**src/rtl/bist_pkg.sv**
```systemverilog
// Shared BIST definitions: controller states, default generator geometry, MISR step.
package bist_pkg;

   localparam int unsigned NBIT_DEF  = 4;
   localparam int unsigned MISR_MAXW = 32;
   localparam logic [NBIT_DEF-1:0] TAPS_DEF = 4'b1100;

   typedef enum logic [2:0] {
      ST_IDLE,
      ST_INIT,
      ST_RUN,
      ST_CHECK,
      ST_DONE
   } bist_state_e;

   // One MISR step on zero-extended operands; the caller truncates to its own width.
   function automatic logic [MISR_MAXW-1:0] misr_next(
      input logic [MISR_MAXW-1:0] sig,
      input logic [MISR_MAXW-1:0] resp,
      input logic [MISR_MAXW-1:0] taps
   );
      logic fb;
      fb = ^(sig & taps);
      return {sig[MISR_MAXW-2:0], fb} ^ resp;
   endfunction

endpackage

```
**src/rtl/misr_core.sv**
```systemverilog
// Multiple-input signature register: seed load has priority over compaction.
module misr_core
   import bist_pkg::*;
#(
   parameter int unsigned     NBIT      = NBIT_DEF,
   parameter logic [NBIT-1:0] TAPS      = TAPS_DEF,
   parameter logic [NBIT-1:0] MISR_SEED = '0
) (
   input  logic            clk,
   input  logic            rst,
   input  logic            load,
   input  logic            en,
   input  logic [NBIT-1:0] d,
   output logic [NBIT-1:0] q
);

   if (NBIT < 2 || NBIT > MISR_MAXW) begin : g_nbit_bad
      $error("misr_core: NBIT out of supported range");
   end

   logic [NBIT-1:0] sig_q, sig_d;

   // Next signature: reseed, compact one response, or hold.
   always_comb begin
      sig_d = sig_q;
      if (load) begin
         sig_d = MISR_SEED;
      end else if (en) begin
         sig_d = NBIT'(misr_next(MISR_MAXW'(sig_q), MISR_MAXW'(d), MISR_MAXW'(TAPS)));
      end
   end

   // Signature register, synchronous reset to the seed.
   always_ff @(posedge clk) begin
      if (rst) begin
         sig_q <= MISR_SEED;
      end else begin
         sig_q <= sig_d;
      end
   end

   assign q = sig_q;

endmodule

```
**src/rtl/misr_bist_ctrl.sv**
```systemverilog
// BIST run sequencer: drives the pattern generator, compacts NPAT responses, checks the signature.
module misr_bist_ctrl
   import bist_pkg::*;
#(
   parameter int unsigned     NBIT      = NBIT_DEF,
   parameter int unsigned     NPAT      = 15,
   parameter int unsigned     CW        = 4,
   parameter logic [NBIT-1:0] TAPS      = TAPS_DEF,
   parameter logic [NBIT-1:0] MISR_SEED = '0,
   parameter logic [NBIT-1:0] GOLDEN    = '0
) (
   input  logic            clk,
   input  logic            rst,
   input  logic            start,
   input  logic            resp_valid,
   input  logic [NBIT-1:0] resp,
   output logic            gen_rst,
   output logic            gen_en,
   output logic            busy,
   output logic            done,
   output logic            pass,
   output logic [NBIT-1:0] signature,
   output logic [CW-1:0]   pat_cnt
);

   // The pattern counter must reach NPAT without wrapping.
   if (NPAT == 0 || NPAT > (2 ** CW) - 1) begin : g_npat_bad
      $error("misr_bist_ctrl: NPAT must be in 1..2^CW-1");
   end

   bist_state_e   state_q, state_d;
   logic [CW-1:0] pat_cnt_q, pat_cnt_d;
   logic          pass_q, pass_d;
   logic          gen_rst_q, gen_rst_d;
   logic          gen_en_q, gen_en_d;
   logic          busy_q, busy_d;
   logic          done_q, done_d;
   logic          misr_load, misr_en;
   logic          cnt_full;
   logic [NBIT-1:0] sig;

   assign cnt_full = (pat_cnt_q == CW'(NPAT));

   // Next state, counter, pass flag and state-decoded outputs (registered off the next state).
   always_comb begin
      state_d   = state_q;
      pat_cnt_d = pat_cnt_q;
      pass_d    = pass_q;
      misr_load = 1'b0;
      misr_en   = 1'b0;
      case (state_q)
         ST_IDLE: begin
            if (start) begin
               state_d = ST_INIT;
               pass_d  = 1'b0;
            end
         end
         ST_INIT: begin
            misr_load = 1'b1;
            pat_cnt_d = '0;
            state_d   = ST_RUN;
         end
         ST_RUN: begin
            // RUN is left once the counter holds NPAT; no response is taken in that cycle.
            if (cnt_full) begin
               state_d = ST_CHECK;
            end else if (resp_valid) begin
               misr_en   = 1'b1;
               pat_cnt_d = pat_cnt_q + CW'(1);
            end
         end
         ST_CHECK: begin
            pass_d  = (sig == GOLDEN);
            state_d = ST_DONE;
         end
         ST_DONE: begin
            if (start) begin
               state_d = ST_INIT;
               pass_d  = 1'b0;
            end
         end
         default: begin
            state_d = ST_IDLE;
         end
      endcase

      gen_rst_d = (state_d == ST_IDLE) || (state_d == ST_INIT);
      gen_en_d  = (state_d == ST_RUN);
      busy_d    = (state_d == ST_INIT) || (state_d == ST_RUN) || (state_d == ST_CHECK);
      done_d    = (state_d == ST_DONE);
   end

   // Control state and output registers; reset holds the generator at its seed.
   always_ff @(posedge clk) begin
      if (rst) begin
         state_q   <= ST_IDLE;
         pat_cnt_q <= '0;
         pass_q    <= 1'b0;
         gen_rst_q <= 1'b1;
         gen_en_q  <= 1'b0;
         busy_q    <= 1'b0;
         done_q    <= 1'b0;
      end else begin
         state_q   <= state_d;
         pat_cnt_q <= pat_cnt_d;
         pass_q    <= pass_d;
         gen_rst_q <= gen_rst_d;
         gen_en_q  <= gen_en_d;
         busy_q    <= busy_d;
         done_q    <= done_d;
      end
   end

   misr_core #(
      .NBIT      (NBIT),
      .TAPS      (TAPS),
      .MISR_SEED (MISR_SEED)
   ) u_misr (
      .clk  (clk),
      .rst  (rst),
      .load (misr_load),
      .en   (misr_en),
      .d    (resp),
      .q    (sig)
   );

   assign gen_rst   = gen_rst_q;
   assign gen_en    = gen_en_q;
   assign busy      = busy_q;
   assign done      = done_q;
   assign pass      = pass_q;
   assign signature = sig;
   assign pat_cnt   = pat_cnt_q;

endmodule

```
**config.mk**
```make
export PLATFORM = sky130hd
export DESIGN_NAME = misr_bist_ctrl
export DESIGN_NICKNAME = d
export VERILOG_FILES = /design/src/rtl/bist_pkg.sv /design/src/rtl/misr_core.sv /design/src/rtl/misr_bist_ctrl.sv
export SDC_FILE = /design/constraint.sdc
export NUM_CORES = 1
export LEC_CHECK = 0
export CAP_MARGIN = 20
export CORE_MARGIN = 8
export CORE_UTILIZATION = 52
export CTS_BUF_LIST = sky130_fd_sc_hd__clkbuf_8
export DETAILED_ROUTE_END_ITERATION = 8
export GPL_ROUTABILITY_DRIVEN = 0
export PLACE_DENSITY = 0.85
export SLEW_MARGIN = 15
export SYNTH_ARGS = -nofsm -noshare
export SYNTH_HDL_FRONTEND = slang
export SYNTH_SLANG_ARGS = --single-unit
```
**constraint.sdc**
```tcl
create_clock -name clk -period 2.6 [get_ports clk]
set_clock_uncertainty 0.05 [all_clocks]
set_input_delay 0.26 -clock clk [delete_from_list [all_inputs] [get_ports clk]]
set_output_delay 0.26 -clock clk [all_outputs]
set_load 0.01 [all_outputs]
```
After elaboration in Yosys (flattened, before gate mapping)
Cells that the tools add are included.
{"block": "totals", "regBits": 16, "latch_bits": 0, "mem_bits_rw": 0, "mem_bits_ro": 0, "input_bits": 8, "out_inout_bits": 13, "wordCells": 47, "memories": 0}
{"block": "op_classes", "addsub": 1, "mul": 0, "div_mod_pow": 0, "magnitude_cmp": 0, "eq_ne": 12, "n_shift": 0, "muxes": 12, "n_bitwise": 1, "n_reduce_logical": 13}
{"cell": "$reduce_xor A32 Y1", "n": 1}
{"cell": "$eq A3 B2 Y1 const B", "n": 4}
{"cell": "$pmux W3 S4", "n": 1}
{"cell": "$mux W4", "n": 2}
{"cell": "$pmux W4 S2", "n": 1}
{"cell": "$eq A3 B1 Y1 const B", "n": 2}
{"cell": "$eq A3 B3 Y1 const B", "n": 2}
{"cell": "$logic_not A3 Y1", "n": 2}
{"cell": "$mux W3", "n": 2}
{"cell": "$mux W1", "n": 5}
{"cell": "$add A4 B1 Y4 const B", "n": 1}
{"cell": "$eq A4 B4 Y1 const B", "n": 1}
{"cell": "$logic_not A4 Y1", "n": 1}
{"cell": "$ne A2 B2 Y1 const B", "n": 2}
{"cell": "$reduce_bool A2 Y1", "n": 2}
{"cell": "$reduce_or A2 Y1", "n": 2}
{"cell": "$xor A4 B4 Y4", "n": 1}
{"cell": "$logic_or A1 B1 Y1", "n": 3}
{"cell": "$reduce_and A3 Y1", "n": 1}
{"cell": "$ne A2 B1 Y1 const B", "n": 1}
{"cell": "$pmux W1 S2", "n": 1}
{"cell": "$reduce_and A2 Y1", "n": 1}

Longest topological paths before layout
{"block": "logic_depth", "word_depth": 6, "mapped_depth": 5, "mapped_depth_nobuf": 5}

Modules after synthesis
From an unflattened synthesis, not the netlist that was laid out.
{"block": "hier_totals", "hier_cells": 79, "hier_area_um2": 778.2}
{"mod": "misr_bist_ctrl", "n_inst": 1, "cells_each": 63, "area_per_inst_um2": 581.8, "seq_area_each_um2": 240.2}
{"mod": "misr_core", "n_inst": 1, "cells_each": 16, "area_per_inst_um2": 196.4, "seq_area_each_um2": 80.1}

Least setup slack after synthesis
Ideal clock, no wire load.
{"block": "synth_timing", "path_type": "register to register", "start": "register pat_cnt_q[0] (netlist: pat_cnt[0])", "end": "register pat_cnt_q[0] (netlist: pat_cnt[0])", "setup_ps": 73, "arrival_ps": 1448, "required_time_ps": 2477, "setup_slack_ps": 1029, "stages_incl_launch_ff": 5, "n_path_buf": 0, "synth_period_minus_slack_ps": 1571, "path_cell_list": "dfxtp_1 ha_1 a41o_4 or4_1 a21oi_1"}
{"block": "synth_between", "elab_chain_len": 4, "elab_cells_between_ends": 7, "cone_classes": "add/sub (1); eq/ne (2); mux (3); reduce/logical (1)"}
{"item": "start, declared", "line_no": "misr_bist_ctrl.sv:32", "text": "logic [CW-1:0] pat_cnt_q, pat_cnt_d;"}
{"item": "start signal, assigned", "line_no": "misr_bist_ctrl.sv:105", "text": "pat_cnt_q <= pat_cnt_d;"}
{"item": "$add A4 B1 Y4", "line_no": "misr_bist_ctrl.sv:69", "text": "pat_cnt_d = pat_cnt_q + CW'(1);"}
{"item": "$mux W4", "line_no": "misr_bist_ctrl.sv:67", "text": "end else if (resp_valid) begin"}
{"item": "$mux W4", "line_no": "misr_bist_ctrl.sv:65", "text": "if (cnt_full) begin"}
{"item": "$pmux W4 S2", "line_no": "misr_bist_ctrl.sv:51", "text": "case (state_q)"}
Parallel ways exist; a longest one is shown, timed or not. The select of a mux whose other input is x is not followed.
A chain may end at the register's enable or synchronous reset.

Worst setup path in the final report
{"block": "layout_timing", "start": "register state_q[2]", "end": "register pat_cnt_q[0] (netlist: pat_cnt[0])"}
{"block": "layout_between", "elab_chain_len": 3, "elab_cells_between_ends": 7, "cone_classes": "eq/ne (4); mux (1); reduce/logical (2)"}
{"item": "start, declared", "line_no": "misr_bist_ctrl.sv:31", "text": "bist_state_e state_q, state_d;"}
{"item": "start signal, assigned", "line_no": "misr_bist_ctrl.sv:104", "text": "state_q <= state_d;"}
{"item": "$eq A3 B2 Y1 or $eq A3 B1 Y1 (tied branches)", "line_no": "misr_bist_ctrl.sv:51"}
{"item": "$ne A2 B2 Y1 (no line) or $reduce_bool A2 Y1 (tied branches)"}
{"item": "$reduce_and A3 Y1 (no line)"}
Parallel ways exist; a longest one is shown, timed or not.

==> metrics.md <==
| Metric | Value |
|---|---|
| Outcome | `completed` |
| Post-Route Utilization | `a little over two thirds` |
| Die area | `2966 sq um` |
| Global-route wire length before repair | `around 2700 microns` |
| Via count | `663` |
| Sink Count | `16` |
| Initial DRC Count | `3` |
| Vias in the first global route | `676` |
| Bufs on Longest Clock Path | `2` |
| Final min period | `1.804 ns` |
| Crit path DAT | `~1.9 ns` |
| Final Max Tran Viols | `0` |
| First-pass DRT Iterations | `4` |
| Worst slew pin tran | `0.7232 ns` |
| # rows | `14` |
| # setup viols final | `0` |
| Final Hold Vio Count | `0` |
| N_diodes | `0` |
| Kind of critical path | `reg -> reg` |
| RSZ-0062 raised after global routing | `no` |
| Hold crit path type | `reg -> reg` |
| DP Wirelength | `1256 microns` |
| Worst Path Max Fanout | `13` |
| CTS Hold Bufs | `0` |
| Largest net degree at the start of global routing | `14` |
| Worst skew pair latency | `approximately 0.25 ns` |
| Seq cells post-synth | `16` |
| Final wirelength | `1702 microns` |
| All-layer global routing usage | `12.34%` |
| Mapped Cells | `81` |
| CTS H-tree lvls | `1` |
| Synth Net Count | `91` |
| Fin Setup TNS | `0 ns` |
| Port buffer count | `20` |
| Post-Synthesis Cell Area | `just under 800 sq um` |
| Area grow syn2layout | `32.68%` |
| Drt wl/cell | `14.55 microns` |
| Antenna-violating nets left | `0` |
| Multi-input gate area | `between 400 and 500 sq um` |
| CP Capture Type | `flop` |
| Unique masters post-synth | `32` |
| WP data required | `2.72 ns` |
| P_sw | `0.0001419 W` |
| CTS clock-pin slew for the worst setup and hold paths | `~0.070 ns` |
| Core Region | `between 1000 and 1500 sq um` |
| Sequential Area | `320.3 sq um` |
| CTS tree | `yes` |
| Grt total ovfl | `0` |
| Die Y | `54.47 microns` |
| P per Cell Area | `572.3 nW/um^2` |
| Part of the power in registers | `46.5%` |
| Max VDD drop | `0.3426 mV` |
| Max-cap violations | `0` |
| Period utilization | `a little over two thirds` |
| Fill count | `133` |
| Startpoint types | `flop` |
| Sequential area share after synthesis | `between 40% and 50%` |
| CTS buffer count | `3` |
| Yosys warns | `0` |
| Avg Cell Area, Syn | `9.500 sq um` |
| Sw Ratio | `24.29%` |
| Delay of the slowest critical-path stage | `0.61 ns` |
| Post-DR vias/cell | `5.667` |
| Clock root buffer | `clkbuf_8` |
| LEAKAGE | `0.3911 nW` |
| FMAX | `~550 MHz` |
| Worst path slowest cell | `dfxtp_1` |
| # resized after CTS | `0` |
| Initial antenna violation count | `0` |
| IO Count | `21` |
| Cells along the critical path | `nor3b_4, a41o_4, or4_1, a21oi_1` |
| Total setup buffers inserted after CTS | `0` |
| Final nets | `112` |
| Share of power burned in combinational logic | `approximately 16%` |
| Share of layout cells above drive strength 1 | `6.931%` |
| # DRC | `0` |
| Max-slew headroom | `approximately 50%` |
| P_int | `0.0004424 W` |
| Clk pwr share | `between 30% and 40%` |
| Initial Utilization | `52.93%` |
| Chip width | `roughly 54 microns` |
[metrics by stage]
stage	cell area (sq um)	hold WS (ns)	power [W]	setup slack (ns)	std cells
finish	1021	0.4336	0.0005843	0.7956	117
detailed placement	965.9	0.4309	0.0003688	0.6800	113
global route	1021	0.4630	0.0006069	0.7335	117
global placement	965.9	0.4222	0.0003660	0.7383	113
floorplan	769.5	0.4114	0.0003315	1.029	81
CTS	1021	0.4409	0.0005874	0.8243	117
[layout by cell type, fill, tap and decap left out, types with 2 or more instances in the layout]
| master | count |
|---|---|
| nand2b_1 | 3 |
| nor3b_1 | 2 |
| nor3_1 | 2 |
| dfxtp_1 | 16 |
| nor2_1 | 9 |
| a21oi_1 | 6 |
| nor4b_1 | 2 |
| inv_1 | 3 |
| and2_1 | 2 |
| o21ai_0 | 2 |
| xor2_1 | 4 |
| ha_1 | 2 |
| a211oi_1 | 2 |
| nand3_1 | 3 |
| or3_1 | 2 |
| nand3b_1 | 2 |
| mux2i_1 | 3 |
| clkdlybuf4s50_1 | 20 |
| clkbuf_8 | 4 |
[cell families (layout without fill, tap and decap cells)]
| kind of cell | count (synthesis) | after routing | synth area share, % |
|---|---|---|---|
| and+or+nand+nor | 33 | 33 | 26.34 |
| xor gates and xnor gates | 5 | 5 | 5.691 |
| AOI/OAI and AO/OA | 15 | 15 | 14.63 |
| muxes | 3 | 3 | 3.903 |
| adders and majority gates | 2 | 2 | 3.252 |
| buffers and inverters | 7 | 27 | 4.552 |
| DFF | 16 | 16 | 41.63 |
[worst max-delay path: cells and delay by family (launching register included)]
kind | cells | cell delay (ns)
flops | 1 | 0.61
simple gates | 2 | 0.59
compound gates | 2 | 0.48
[worst paths after layout]
kind                      end  slack, ns  cells after the start   startpoint
setup / recovery   pat_cnt[0]       0.80                      4   state_q[2]
setup reg to reg   pat_cnt[0]       0.80                      4   state_q[2]
hold reg to reg   u_misr.q[3]       0.43                      2  u_misr.q[3]
hold / removal    u_misr.q[3]       0.43                      2  u_misr.q[3]
[flip-flops by register name, indices dropped and copies added, names as in the netlist]
name      cells
u_misr.q      4
pat_cnt       4
done          1
pass          1
state_q       3
gen_en        1
busy          1
gen_rst       1
[area by class of cell]
cell class / instances / share of cell area, %
clock buffer: 4 / 5.392
inverter: 3 / 1.103
multi-input combinational: 58 / 40.56
sequential: 16 / 31.37
tap: 16 / 1.961
timing repair buffer: 20 / 19.61
[synthesized netlist by cell type]
cell type  number  share of area [%]
mux2i_1         3                3.9
nand3_1         3                2.0
o21ai_0         2                1.3
clkbuf_1        2               0.98
a41o_4          1                2.8
a211o_1         1                1.1
o31ai_1         1               0.98
a211oi_1        2                2.0
nand2_1         1               0.49
ha_1            2                3.3
buf_2           1               0.65
nand3b_1        2                2.0
nor4b_1         2                2.3
nor2_1          9                4.4
nor3b_1         2                2.0
a21oi_1         6                3.9
a41o_1          1                1.3
dfxtp_1        16                 42
nor4_1          1               0.81
buf_6           1                1.5
nor2b_1         1               0.81
or3_1           2                1.6
xnor2_1         1                1.1
or4_1           1               0.98
o311a_1         1                1.3
xor2_1          4                4.6
and2_1          2                1.6
nand2b_1        3                2.4
inv_1           3                1.5
nor3_1          2                1.3
nor3b_4         1                2.4
or4b_2          1                1.3
[power groups by stage]
stage / Sequential (W) / Combinational (W) / Clock, W
floorplan: 0.000274 / 0.0000580 / 0
global route: 0.000274 / 0.0000999 / 0.000233
finish: 0.000272 / 0.0000919 / 0.000221
detailed placement: 0.000277 / 0.0000919 / 0
global placement: 0.000276 / 0.0000898 / 0
CTS: 0.000271 / 0.0000924 / 0.000224
[layer usage]
layer  up-vias  global-route usage [%]  share of wire, %
met3         4                   4.076               7.1
met5         -                       0                 0
met1       308                   12.95                44
met4         0                   6.148               1.3
met2        21                   21.56                47
li1        330                       -                 -
Note: power is estimated with default switching activity, not from simulation.
